===== src/rtl/led_sched_pkg.sv =====
// Shared types for the LED event scheduler: event codes, FSM states, helpers.
package led_sched_pkg;

  localparam int unsigned EV_W  = 2;
  localparam int unsigned LED_W = 3;

  typedef enum logic [1:0] {
    EV_SINGLE = 2'd0,
    EV_LONG   = 2'd1,
    EV_DOUBLE = 2'd2
  } ev_code_e;

  typedef enum logic [1:0] {
    IDLE = 2'd0,
    SHOW = 2'd1,
    GAP  = 2'd2
  } state_e;

  // One-hot LED pattern for an event code (bit mapping matches Pin_In).
  function automatic logic [LED_W-1:0] ev_onehot(input logic [EV_W-1:0] code);
    logic [LED_W-1:0] led;
    led = '0;
    case (code)
      EV_SINGLE: led = 3'b001;
      EV_LONG:   led = 3'b010;
      EV_DOUBLE: led = 3'b100;
      default:   led = '0;
    endcase
    return led;
  endfunction

  function automatic int unsigned max_u(input int unsigned a, input int unsigned b);
    return (a > b) ? a : b;
  endfunction

endpackage


===== src/rtl/sched_fifo.sv =====
// Small show-ahead FIFO of event codes; a push into a full FIFO is accepted
// only when a pop happens in the same cycle (head read before overwrite).
module sched_fifo
  import led_sched_pkg::*;
#(
  parameter int unsigned DEPTH = 4
) (
  input  logic            clk,
  input  logic            rst_n,
  input  logic            push,
  input  logic            pop,
  input  logic [EV_W-1:0] din,
  output logic [EV_W-1:0] dout,
  output logic            full,
  output logic            empty
);

  localparam int unsigned AW = (DEPTH > 1) ? $clog2(DEPTH) : 1;
  localparam int unsigned CW = AW + 1;

  logic [EV_W-1:0] mem [DEPTH];
  logic [AW-1:0]   wr_ptr;
  logic [AW-1:0]   rd_ptr;
  logic [CW-1:0]   count;
  logic [CW-1:0]   count_d;
  logic            do_push;
  logic            do_pop;

  assign do_pop  = pop && !empty;
  assign do_push = push && (!full || do_pop);
  assign dout    = mem[rd_ptr];

  // Occupancy after this cycle's push/pop.
  always_comb begin
    count_d = count;
    case ({do_push, do_pop})
      2'b10:   count_d = count + CW'(1);
      2'b01:   count_d = count - CW'(1);
      default: count_d = count;
    endcase
  end

  // Pointers, occupancy and registered flags.
  always_ff @(posedge clk or negedge rst_n) begin
    if (!rst_n) begin
      wr_ptr <= '0;
      rd_ptr <= '0;
      count  <= '0;
      full   <= 1'b0;
      empty  <= 1'b1;
    end else begin
      if (do_push) wr_ptr <= wr_ptr + AW'(1);
      if (do_pop)  rd_ptr <= rd_ptr + AW'(1);
      count <= count_d;
      full  <= (count_d == CW'(DEPTH));
      empty <= (count_d == '0);
    end
  end

  // Storage write; contents need no reset since occupancy gates every read.
  always_ff @(posedge clk) begin
    if (do_push) mem[wr_ptr] <= din;
  end

endmodule


===== src/rtl/led_event_scheduler.sv =====
// Queues decoder click events and plays them back as timed one-hot LED
// indications separated by a dark gap.
// Optional: define LED_SCHED_DROP_COUNT_EN to add the saturating Drop_Count output.
module led_event_scheduler
  import led_sched_pkg::*;
#(
  parameter int unsigned HOLD_CYCLES = 5_000_000,
  parameter int unsigned GAP_CYCLES  = 1_000_000,
  parameter int unsigned FIFO_DEPTH  = 4
) (
  input  logic             CLOCK,
  input  logic             RST_n,
  input  logic [LED_W-1:0] Pin_In,
  output logic [LED_W-1:0] LED,
  output logic             Busy_Sig,
  output logic             Drop_Sig
`ifdef LED_SCHED_DROP_COUNT_EN
  ,
  output logic [7:0]       Drop_Count
`endif
);

  localparam int unsigned CNT_MAX = max_u(HOLD_CYCLES, GAP_CYCLES);
  localparam int unsigned CNT_W   = (CNT_MAX > 1) ? $clog2(CNT_MAX) : 1;

  state_e           state_q, state_d;
  logic [CNT_W-1:0] cnt_q, cnt_d;
  logic [LED_W-1:0] led_d;
  logic             busy_d;
  logic             pop_c;
  logic             push_c;
  logic             ev_valid_c;
  logic [EV_W-1:0]  ev_code_c;
  logic [1:0]       lower_drop_c;
  logic [1:0]       drop_n_c;
  logic [EV_W-1:0]  fifo_dout;
  logic             fifo_full;
  logic             fifo_empty;

  // Priority encoder: double > long > single; lower bits of the same cycle are discarded.
  always_comb begin
    ev_valid_c   = |Pin_In;
    ev_code_c    = EV_SINGLE;
    lower_drop_c = 2'd0;
    if (Pin_In[2]) begin
      ev_code_c    = EV_DOUBLE;
      lower_drop_c = 2'(Pin_In[1]) + 2'(Pin_In[0]);
    end else if (Pin_In[1]) begin
      ev_code_c    = EV_LONG;
      lower_drop_c = 2'(Pin_In[0]);
    end
  end

  // Accept when there is room, or when the head leaves in the same cycle.
  always_comb begin
    push_c   = ev_valid_c && (!fifo_full || pop_c);
    drop_n_c = lower_drop_c + 2'(ev_valid_c && !push_c);
  end

  sched_fifo #(
    .DEPTH (FIFO_DEPTH)
  ) u_fifo (
    .clk   (CLOCK),
    .rst_n (RST_n),
    .push  (push_c),
    .pop   (pop_c),
    .din   (ev_code_c),
    .dout  (fifo_dout),
    .full  (fifo_full),
    .empty (fifo_empty)
  );

  // Next-state, counter and LED decode for IDLE -> SHOW -> GAP playback.
  always_comb begin
    state_d = state_q;
    cnt_d   = cnt_q;
    led_d   = LED;
    pop_c   = 1'b0;
    case (state_q)
      IDLE: begin
        led_d = '0;
        if (!fifo_empty) begin
          pop_c   = 1'b1;
          led_d   = ev_onehot(fifo_dout);
          cnt_d   = CNT_W'(HOLD_CYCLES - 1);
          state_d = SHOW;
        end
      end
      SHOW: begin
        if (cnt_q == '0) begin
          led_d   = '0;
          cnt_d   = CNT_W'(GAP_CYCLES - 1);
          state_d = GAP;
        end else begin
          cnt_d = cnt_q - CNT_W'(1);
        end
      end
      GAP: begin
        led_d = '0;
        if (cnt_q == '0) begin
          state_d = IDLE;
        end else begin
          cnt_d = cnt_q - CNT_W'(1);
        end
      end
      default: begin
        led_d   = '0;
        state_d = IDLE;
      end
    endcase
    busy_d = (state_d != IDLE) || !fifo_empty;
  end

  // State, counter and registered outputs.
  always_ff @(posedge CLOCK or negedge RST_n) begin
    if (!RST_n) begin
      state_q  <= IDLE;
      cnt_q    <= '0;
      LED      <= '0;
      Busy_Sig <= 1'b0;
      Drop_Sig <= 1'b0;
    end else begin
      state_q  <= state_d;
      cnt_q    <= cnt_d;
      LED      <= led_d;
      Busy_Sig <= busy_d;
      Drop_Sig <= (drop_n_c != 2'd0);
    end
  end

`ifdef LED_SCHED_DROP_COUNT_EN
  logic [8:0] drop_sum_c;

  assign drop_sum_c = {1'b0, Drop_Count} + 9'(drop_n_c);

  // Saturating count of every discarded event, cleared only by reset.
  always_ff @(posedge CLOCK or negedge RST_n) begin
    if (!RST_n) begin
      Drop_Count <= '0;
    end else begin
      Drop_Count <= drop_sum_c[8] ? 8'hFF : drop_sum_c[7:0];
    end
  end
`endif

endmodule


===== config.mk =====
export PLATFORM = sky130hd
export DESIGN_NAME = led_event_scheduler
export DESIGN_NICKNAME = d
export VERILOG_FILES = /design/src/rtl/led_sched_pkg.sv /design/src/rtl/sched_fifo.sv /design/src/rtl/led_event_scheduler.sv
export SDC_FILE = /design/constraint.sdc
export NUM_CORES = 1
export LEC_CHECK = 0
export ABC_AREA = 1
export BUFFER_PORTS_ARGS = -buffer_cell sky130_fd_sc_hd__buf_2
export CAP_MARGIN = 20
export CORE_MARGIN = 5
export CORE_UTILIZATION = 55
export CTS_CLUSTER_DIAMETER = 80
export DETAILED_ROUTE_END_ITERATION = 7
export PLACE_DENSITY = 0.79
export SETUP_SLACK_MARGIN = 0.15
export SLEW_MARGIN = 20
export SYNTH_ARGS = -nofsm -noshare
export SYNTH_HDL_FRONTEND = slang
export SYNTH_SLANG_ARGS = --single-unit

===== constraint.sdc =====
create_clock -name CLOCK -period 4.2 [get_ports CLOCK]
set_clock_uncertainty 0.2 [all_clocks]
set_input_delay 1.05 -clock CLOCK [delete_from_list [all_inputs] [get_ports CLOCK]]
set_output_delay 1.05 -clock CLOCK [all_outputs]
set_load 0.05 [all_outputs]

==> Flow_metrics.wiki <==
{| class="wikitable"
! Metric !! Value
|-
| Highest metal layer with signal wires || met4
|-
| Number of clock buffers inserted by TritonCTS || 5
|-
| Number of antenna violations at the first check in global routing || 0
|-
| Fraction of power consumed by the clock network || 26.6%
|-
| Slew Limit Fails || 0
|-
| Period minus WS final || slightly below 3 ns
|-
| Pin count of the biggest net entering global routing || 40
|-
| Minimum hold slack || 0.2935 ns
|-
| Synth top area cells || sky130_fd_sc_hd__dfrtp_1, sky130_fd_sc_hd__nand2_1, sky130_fd_sc_hd__edfxtp_1
|-
| Type of the setup path with the least slack || primary input to flip-flop
|-
| Global-route usage over all layers || 18.50%
|-
| Accumulated negative setup slack || 0 ns
|-
| Hold WC Path Type || flip-flop to flip-flop
|-
| Global placement routability congestion || 0.8846
|-
| Post-DR vias/cell || 5.105
|-
| First-pass GRT wire length || between 10 and 15 mm
|-
| Net Count, Synth || around 410
|-
| Portion of synthesized cell area occupied by the leading cell type || between 30% and 40%
|-
| Count of filler cells inserted in the layout || 483
|-
| Drt pass-1 iters || 4
|-
| Startpoint kind of the worst setup timing path || primary input
|-
| Share of async-settable or async-resettable flops after synthesis || about 83%
|-
| Synth Area per Inst || around 7.7 um2
|-
| Syn Inst Count || approximately 390
|-
| Relative max-transition margin || about two fifths
|-
| Warnings from Yosys || 0
|-
| Post-CTS setup buffer count || 0
|-
| Starting utilization of the core area || 55.62%
|-
| Post-route cell area || 3202 um2
|-
| Fmax achieved || 339.2 MHz
|-
| Power density over cell area || 319.6 nW/um2
|-
| Largest fanout on the critical path || 8
|-
| Final setup violation count || 0
|-
| Post-detailed-route count of antenna-violating nets || 0
|-
| Power spent charging and discharging nets || 0.3101 mW
|-
| TritonCTS clock tree || yes
|-
| Data arrival, critical path || approximately 3 ns
|-
| Flip-flop and latch count after synthesis || 47
|-
| Die height || approximately 84 um
|-
| Via count of the first global-routing pass || between 2k and 2.5k
|-
| Vias || roughly 2.4k
|-
| Worst-skew pair later-pin latency || approximately 0.3 ns
|-
| Top flip-flop cell by instance count after synthesis || sky130_fd_sc_hd__dfrtp_1
|-
| Number of buffers on the longest clock path || 2
|-
| Floorplan die area || approximately 7000 um2
|-
| Proportion of synthesized chip area in sequential cells || 40.24%
|-
| Global-route congestion overflow total || 0
|-
| Hold violation total from the final report || 0
|-
| Result of the run || complete, no violations
|-
| Reg2reg setup slack || 1.37 ns
|-
| IO Port Bufs || 9
|-
| Clock sink count || 47
|-
| Most common library cell in the layout ignoring fill and taps || sky130_fd_sc_hd__nand2_1
|-
| CTS HTree Levels || 2
|-
| DRC viols || 0
|-
| Core ar. || 5439 um2
|-
| I/O pin total || 10
|-
| Length of routed met2 wiring || about 3 mm
|-
| Leak Pwr || 1.614 nW
|-
| Peak ir drop on the vdd network || between 0.3 and 0.4 mV
|-
| Die boundary width || 84.17 um
|-
| Post-placement cell area || 3117 um2
|-
| Number of enable-type register cells in the synthesized netlist || 8
|-
| Mean routed wirelength per cell || ~13 um
|-
| Post-detailed-placement half-perimeter wirelength || ~4.4 mm
|-
| Least-Margin Pin Slew || just under 0.9 ns
|-
| Fraction of final layout cells with drive strength greater than 1 || a little over an eighth
|-
| Share of total power consumed by net switching || a little under a third
|-
| Most frequent cells in the layout || sky130_fd_sc_hd__nand2_1, sky130_fd_sc_hd__inv_1, sky130_fd_sc_hd__nor2_1, sky130_fd_sc_hd__dfrtp_1, sky130_fd_sc_hd__nand3_1
|-
| WL met3 || 131 um
|-
| Site Rows || 27
|-
| Synthesized cell area || approximately 3000 um2
|-
| Met1 layer wirelength in the final routing || 2.815 mm
|-
| Cell type contributing the most total cell area after synthesis || sky130_fd_sc_hd__dfrtp_1
|-
| Max-capacitance violation count || 0
|-
| Area of combinational cells with multiple inputs || between 1500 and 2000 um2
|-
| Share of total power in sequential cells || between 50% and 60%
|-
| Worst Setup End Kind || flip-flop
|-
| Antenna diodes || 0
|-
| Register Area || roughly 1200 um2
|-
| PostCTS Resize Cnt || 0
|-
| Violation count after the first detailed-route iteration || 140
|-
| Root buffer selected by CTS || sky130_fd_sc_hd__clkbuf_8
|-
| Combinational fraction of design power || between 10% and 20%
|-
| Nets || 423
|-
| Total wirelength of the detailed-routed design || 5.995 mm
|-
| Power Internal || 0.7132 mW
|-
| Hold-fix buffer count after cts || 0
|-
| Yosys cell types || 35
|-
| Area Growth Syn to Fin || 5.831%
|-
| Period utilisation layout || between 70% and 80%
|-
| Clock transition time at the flip-flop clock pins of the worst setup and hold paths || approximately 0.09 ns
|-
| Setup repair after global routing missed its margin || no
|-
| Worst path required time || 4.24 ns
|}
sequential cells by signal (all words and copies together) (netlist names):
register       count
Busy_Sig           1
Drop_Sig           1
LED                3
cnt_q             23
state_q            2
u_fifo.count       3
u_fifo.empty       1
u_fifo.full        1
u_fifo.mem         8
u_fifo.rd_ptr      2
u_fifo.wr_ptr      2
power groups by stage:
stage / clock [mW] / sequential (mW) / combinational (mW)
3_3_place_gp: 0 / 0.562 / 0.182
2_1_floorplan: 0 / 0.568 / 0.137
5_1_grt: 0.299 / 0.561 / 0.236
4_1_cts: 0.277 / 0.554 / 0.200
6_report: 0.272 / 0.553 / 0.198
3_5_place_dp: 0 / 0.562 / 0.201
through the flow:
| stage | power (mW) | util (%) | worst slack (ns) | cells |
|---|---|---|---|---|
| floorplan | 0.7051 | - | 1.279 | 394 |
| global placement | 0.7442 | 57.30 | 1.080 | 469 |
| detailed placement | 0.7625 | 57.30 | 0.9420 | 469 |
| CTS | 1.031 | 58.87 | 1.262 | 477 |
| global route | 1.095 | 58.87 | 0.9835 | 477 |
| finish | 1.023 | 58.87 | 1.252 | 477 |
layer usage:
| metal | up-vias | track usage (%) |
|---|---|---|
| met1 | 1140 | 23.90 |
| met2 | 21 | 32.28 |
| met3 | 6 | 2.944 |
| met5 | - | 0 |
| met4 | 0 | 4.825 |
| li1 | 1268 | - |
path summary, 6_finish.rpt:
| kind | cells past startpoint | to | startpoint |
|---|---|---|---|
| setup / recovery | 11 | u_fifo.empty$_DFF_PN1_ | Pin_In[1] |
| max in group asynchronous | 1 | u_fifo.count[0]$_DFF_PN0_ | RST_n |
| setup reg to reg | 11 | u_fifo.full$_DFF_PN0_ | state_q[0]$_DFF_PN0_ |
| hold reg to reg | 2 | LED[0]$_DFFE_PN0P_ | LED[0]$_DFFE_PN0P_ |
| min in group asynchronous | 1 | cnt_q[3]$_DFFE_PN0P_ | RST_n |
| hold / removal | 2 | LED[0]$_DFFE_PN0P_ | LED[0]$_DFFE_PN0P_ |
synth_stat cells, types with 3 or more instances:
| cell type | instances |
|---|---|
| sky130_fd_sc_hd__o21ai_1 | 4 |
| sky130_fd_sc_hd__inv_2 | 4 |
| sky130_fd_sc_hd__nor2_2 | 12 |
| sky130_fd_sc_hd__o21ai_2 | 3 |
| sky130_fd_sc_hd__nor2_1 | 39 |
| sky130_fd_sc_hd__xor2_1 | 11 |
| sky130_fd_sc_hd__o21ai_0 | 16 |
| sky130_fd_sc_hd__nand3_1 | 28 |
| sky130_fd_sc_hd__inv_1 | 49 |
| sky130_fd_sc_hd__a21oi_1 | 8 |
| sky130_fd_sc_hd__edfxtp_1 | 8 |
| sky130_fd_sc_hd__a21boi_1 | 3 |
| sky130_fd_sc_hd__nand2_1 | 116 |
| sky130_fd_sc_hd__ha_1 | 13 |
| sky130_fd_sc_hd__dfrtp_1 | 38 |
| sky130_fd_sc_hd__nand3_2 | 8 |
| sky130_fd_sc_hd__nand4_1 | 9 |
final cells by class:
| type | instances | area share (%) |
|---|---|---|
| timing repair buffer | 9 | 1.407 |
| sequential | 47 | 38.02 |
| multi-input combinational | 288 | 48.89 |
| clock buffer | 6 | 2.267 |
| clock inverter | 2 | 0.3908 |
| tap | 72 | 2.814 |
| inverter | 53 | 6.213 |
cells by family after synthesis:
kind of cell / synth area share, %
buffers and inverters: 8.023
adder cells (fa/ha/maj): 6.038
AND/OR/NAND/NOR: 35.03
AO/OA/AOI/OAI: 6.907
XOR/XNOR: 3.763
flip-flops: 40.24
worst max-delay path, stage by stage:
cell                      delay (ns)
sky130_fd_sc_hd__buf_2          0.11
sky130_fd_sc_hd__inv_1          0.07
sky130_fd_sc_hd__ha_1           0.16
sky130_fd_sc_hd__nand2_1        0.05
sky130_fd_sc_hd__nand2_1        0.23
sky130_fd_sc_hd__ha_1           0.21
sky130_fd_sc_hd__inv_1          0.07
sky130_fd_sc_hd__fa_1           0.50
sky130_fd_sc_hd__o21ai_0        0.12
sky130_fd_sc_hd__or2_2          0.33
sky130_fd_sc_hd__nor2_1         0.11
No activity file was read; power rests on OpenSTA's default activity.
